**src/rtl/ring_johnson_cnt.sv**
```systemverilog
// ring_johnson_cnt: bidirectional ring / Johnson counter with checked
// synchronous load, combinational position decode, and registered
// one-cycle wrap and illegal-load pulses.
module ring_johnson_cnt #(
    parameter int WIDTH = 4,
    localparam int IDXW = $clog2(2 * WIDTH)
) (
    input  logic             clk,
    input  logic             rst,
    input  logic             en,
    input  logic             dir,
    input  logic             mode,
    input  logic             load,
    input  logic [WIDTH-1:0] load_val,
    output logic [WIDTH-1:0] out,
    output logic [IDXW-1:0]  idx,
    output logic             wrap,
    output logic             err
);

    typedef enum logic {
        MODE_RING    = 1'b0,
        MODE_JOHNSON = 1'b1
    } mode_e;

    localparam logic [WIDTH-1:0] RING_SEED    = WIDTH'(1);
    localparam logic [WIDTH-1:0] JOHNSON_SEED = '0;

    mode_e            mode_q;
    mode_e            mode_in;
    mode_e            mode_d;
    logic [WIDTH-1:0] out_d;
    logic             wrap_d;
    logic             err_d;
    logic [IDXW-1:0]  last_idx;

    // Starting state of each mode's sequence (position 0).
    function automatic logic [WIDTH-1:0] seed_of(input mode_e m);
        return (m == MODE_JOHNSON) ? JOHNSON_SEED : RING_SEED;
    endfunction

    // One shift step; the fed-back bit is inverted in Johnson mode.
    function automatic logic [WIDTH-1:0] shift_step(input logic [WIDTH-1:0] v,
                                                    input logic d,
                                                    input mode_e m);
        logic fb;
        if (!d) begin
            fb = (m == MODE_JOHNSON) ? ~v[WIDTH-1] : v[WIDTH-1];
            return {v[WIDTH-2:0], fb};
        end
        fb = (m == MODE_JOHNSON) ? ~v[0] : v[0];
        return {fb, v[WIDTH-1:1]};
    endfunction

    // Ring states are exactly the one-hot values.
    function automatic logic ring_legal(input logic [WIDTH-1:0] v);
        return (v != '0) && ((v & (v - WIDTH'(1))) == '0);
    endfunction

    // Johnson states are a run of ones anchored at bit 0 (0...0 up to
    // 1...1) or a run of ones anchored at the MSB (1...10 down to 10...0).
    // A value is a low-anchored run exactly when v & (v+1) is zero; the
    // high-anchored case is the same test applied to ~v.
    function automatic logic johnson_legal(input logic [WIDTH-1:0] v);
        logic [WIDTH-1:0] nv;
        nv = ~v;
        return ((v & (v + WIDTH'(1))) == '0) || ((nv & (nv + WIDTH'(1))) == '0);
    endfunction

    function automatic logic load_legal(input logic [WIDTH-1:0] v, input mode_e m);
        return (m == MODE_JOHNSON) ? johnson_legal(v) : ring_legal(v);
    endfunction

    assign mode_in  = mode_e'(mode);
    assign last_idx = (mode_q == MODE_JOHNSON) ? IDXW'(2 * WIDTH - 1) : IDXW'(WIDTH - 1);

    // Position decode: set-bit index for ring, ones-count folded about the
    // MSB for Johnson.
    // NOTE: every always_comb output gets a default before any branch so no
    // path leaves it unassigned; a missing default would infer a latch.
    always_comb begin
        int pc;
        idx = '0;
        pc  = 0;
        if (mode_q == MODE_RING) begin
            for (int i = 0; i < WIDTH; i++) begin
                if (out[i]) begin
                    idx = IDXW'(i);
                end
            end
        end else begin
            for (int i = 0; i < WIDTH; i++) begin
                pc = pc + int'(out[i]);
            end
            if (!out[WIDTH-1]) begin
                idx = IDXW'(pc);
            end else begin
                idx = IDXW'(2 * WIDTH - pc);
            end
        end
    end

    // Next-state selection: mode reinit beats load beats shift beats hold.
    // Wrap and err default low so they only ever pulse for one cycle.
    always_comb begin
        mode_d = mode_q;
        out_d  = out;
        wrap_d = 1'b0;
        err_d  = 1'b0;
        if (mode_in != mode_q) begin
            mode_d = mode_in;
            out_d  = seed_of(mode_in);
        end else if (load) begin
            if (load_legal(load_val, mode_q)) begin
                out_d = load_val;
            end else begin
                out_d = seed_of(mode_q);
                err_d = 1'b1;
            end
        end else if (en) begin
            out_d  = shift_step(out, dir, mode_q);
            wrap_d = dir ? (idx == '0) : (idx == last_idx);
        end
    end

    // State register; reset forces the ring seed immediately.
    // NOTE: registers use non-blocking assignments so every flop samples
    // pre-edge values regardless of statement or process ordering.
    always_ff @(posedge clk or negedge rst) begin
        if (!rst) begin
            mode_q <= MODE_RING;
            out    <= RING_SEED;
            wrap   <= 1'b0;
            err    <= 1'b0;
        end else begin
            mode_q <= mode_d;
            out    <= out_d;
            wrap   <= wrap_d;
            err    <= err_d;
        end
    end

endmodule

```
**config.mk**
```make
export PLATFORM = sky130hd
export DESIGN_NAME = ring_johnson_cnt
export DESIGN_NICKNAME = d
export VERILOG_FILES = /design/src/rtl/ring_johnson_cnt.sv
export SDC_FILE = /design/constraint.sdc
export NUM_CORES = 1
export LEC_CHECK = 0
export CORE_MARGIN = 2
export CORE_UTILIZATION = 43
export DETAILED_ROUTE_END_ITERATION = 6
export GPL_ROUTABILITY_DRIVEN = 0
export PLACE_DENSITY = 0.75
export SYNTH_ARGS = -nofsm -noshare
export SYNTH_HDL_FRONTEND = slang
export SYNTH_SLANG_ARGS = --single-unit
```
**constraint.sdc**
```tcl
create_clock -name clk -period 2.4 [get_ports clk]
set_input_delay 0.48 -clock clk [delete_from_list [all_inputs] [get_ports clk]]
set_output_delay 0.48 -clock clk [all_outputs]
set_load 0.02 [all_outputs]
```
==> impl_metrics.json <==
{
  "skew_ps": 7.909,
  "peakVddDrop_v": 0.0003003,
  "clock_sinks": 7,
  "syn-instance-count": 99,
  "status": "finished, violations left",
  "path_clk_slew_ps": 50,
  "yosysWarnings": 0,
  "dr.pass1.iters": 4,
  "yosys_register_bits": 7,
  "insertedDiodeCount": 0,
  "fin_crit_ps": 2872,
  "initial_core_util_pct": 44.67,
  "final_cell_mix": "clkdlybuf4s50_1 (15), buf_4 (12), nor2_1 (8), a21oi_1 (7)",
  "synthArstFlopShare_pct": 100.0,
  "die_w_um": 45.89,
  "max_cap_violations": 0,
  "cts_made_buffers": 3,
  "synth_area_leaders": "dfrtp_1 (20%), mux2i_1 (6.6%), a21oi_1 (6.0%), ha_1 (5.0%), nor2b_1 (4.1%)",
  "rrSetupSlack_ps": -170,
  "path_max_fanout": 2,
  "antenna_found_initial": 0,
  "wl_met2_um": 952,
  "total_power_mw": 0.5214,
  "worstPathRequired_ps": 1920,
  "critical_path_class": "reg2out",
  "drt_wl_total_um": 1810,
  "cts-htree-levels": 1,
  "drv_slew": 0,
  "final_util_pct": 63.78,
  "power-per-cell-area_nw_per_um2": 484.0,
  "grt_pass1_vias": 724,
  "nFillCells": 147,
  "arrival_ps": 2390,
  "synth_top_cell_by_area": "dfrtp_1",
  "fp.dieArea_um2": 2105,
  "setup_viol_count_final": 4,
  "synthFlopType": "dfrtp_1",
  "drc": 0,
  "slew_headroom_pct": 71.45,
  "min_period_over_period_pct": 119.7,
  "wl_per_cell_um": 12.93,
  "p_leak_nw": 0.4489,
  "numPortBuffers": 18,
  "cts.path.max_buffers": 2,
  "core_um2": 1689,
  "cts_tree": "built",
  "synth_top_area_share_pct": 19.90,
  "post_drt_via_cell_ratio": 5.671,
  "synth.cell_area_um2": 754.5,
  "avgSynthCellArea_um2": 7.621,
  "place_hpwl_um": 1420,
  "critPathLaunchType": "flip-flop",
  "pin_count": 19,
  "finalHoldViolations": 0,
  "drt_iter0_markers": 14,
  "area_delta_synth_final_pct": 42.79,
  "final_cells": 140,
  "final_common_cell": "clkdlybuf4s50_1",
  "grt_max_degree": 16,
  "final_layout_size_suffix_gt1_share_pct": 24.39,
  "final_nets": 138,
  "clkLatencyLatePin_ps": 250,
  "worst_slack_ps": -471.7,
  "die_h_um": 45.89,
  "clock_tree.root_cell": "clkbuf_4",
  "routed.top_layer": "met4",
  "synth_edf_count": 0,
  "route.met3.wl_um": 75,
  "num_rows": 15,
  "grt.total_usage_pct": 19.01,
  "crit_path_end_kind": "output pin",
  "overflow": 0,
  "cts_hold_buf": 0,
  "drtAntennaViolNets": 0,
  "tightest_slew_ps": 425.2,
  "hp-class": "in2async",
  "grt_pass1_wl_um": 2918,
  "via_count": 794,
  "wl_met1_um": 770,
  "ys_types": 38,
  "violations": "setup timing",
  "synthesis.nets": 113,
  "fmax_ghz": 0.3482,
  "place_inst": 135,
  "ys_seq_area_share_pct": 23.38,
  "rsz0062_at_grt": "yes"
}
## registers in the layout, summed over array words and instances, names as in the netlist
register / count
out: 4
err: 1
mode_q: 1
wrap: 1
## cell type report
cell class	instances	area, µm²	area share, %
multi-input combinational	78	578.1	53.66
timing repair buffer	29	256.5	23.81
sequential	7	176.4	16.38
clock buffer	4	26.28	2.439
tap	17	21.27	1.974
inverter	5	18.77	1.742
## synthesized netlist by cell type (2+ instances only)
| cell | count |
|---|---|
| nand3_1 | 5 |
| inv_1 | 5 |
| a211oi_1 | 2 |
| nor2b_1 | 5 |
| nand2b_1 | 3 |
| nor2_1 | 8 |
| buf_2 | 4 |
| clkbuf_1 | 4 |
| o21ai_0 | 6 |
| nor3_1 | 2 |
| xnor2_1 | 2 |
| dfrtp_1 | 6 |
| nand2_1 | 5 |
| o22ai_1 | 3 |
| ha_1 | 3 |
| a21oi_1 | 9 |
| mux2i_1 | 5 |
| and3_1 | 2 |
## worst paths after layout
check | depth (start not counted) | startpoint | endpoint
max in group asynchronous | 1 | rst | out[0]$_DFFE_PN1P_
max | 9 | out[0]$_DFFE_PN1P_ | idx[2]
min | 1 | rst | wrap$_DFF_PN0_
max reg2reg | 9 | out[0]$_DFFE_PN1P_ | wrap$_DFF_PN0_
min in group clk | 3 | out[1]$_DFFE_PN0P_ | out[1]$_DFFE_PN0P_
min reg2reg | 3 | out[1]$_DFFE_PN0P_ | out[1]$_DFFE_PN0P_
## what timing repair did
item / 4_1_cts / 5_1_grt
gates resized for setup: 19 / 2
hold endpoints to repair: 0 / 0
setup endpoints to repair: 4 / 4
setup buffers: 1 / 0
pin swaps: 4 / 4
## kinds of logic (layout without fill, tap and decap cells)
logic type / count (synthesis) / in the layout / share of synthesized area [%]
compound gates: 27 / 27 / 21.73
xor+xnor: 3 / 3 / 3.483
fa+ha+maj: 4 / 4 / 7.629
buf+inv: 14 / 38 / 8.623
flops: 7 / 7 / 23.38
mux: 6 / 6 / 8.126
simple gates: 38 / 38 / 27.03
## report_power, final
group,switching [mW],internal [mW]
Sequential,0.00698,0.128
Clock,0.0429,0.0634
Combinational,0.136,0.144
## stage by stage
step	setup slack, ps	hold slack (ps)	TNS, ps	cell area, µm²
finish	-471.7	490.1	-1107	1077
global route	-532.4	517.6	-1343	1077
CTS	-498.7	493.3	-1217	1070
detailed placement	-695.8	739.4	-1779	1031
global placement	-634.8	730.5	-1572	1031
floorplan	-245.1	184.4	-631.6	800.8
## critical path: stages, from the launching register on
cell and delay (ps):
dfstp_2 530, fa_1 410, ha_2 200, ha_4 270, inv_2 40, ha_4 130, and2b_1 220, xnor2_2 150
nor2b_4 60, buf_6 130
## metal layers
| layer | track usage [%] | vias up |
|---|---|---|
| li1 | - | 400 |
| met1 | 20.77 | 366 |
| met2 | 36.39 | 26 |
| met3 | 1.190 | 2 |
| met4 | 8.571 | 0 |
| met5 | 0 | - |
No activity file was read; power rests on OpenSTA's default activity.
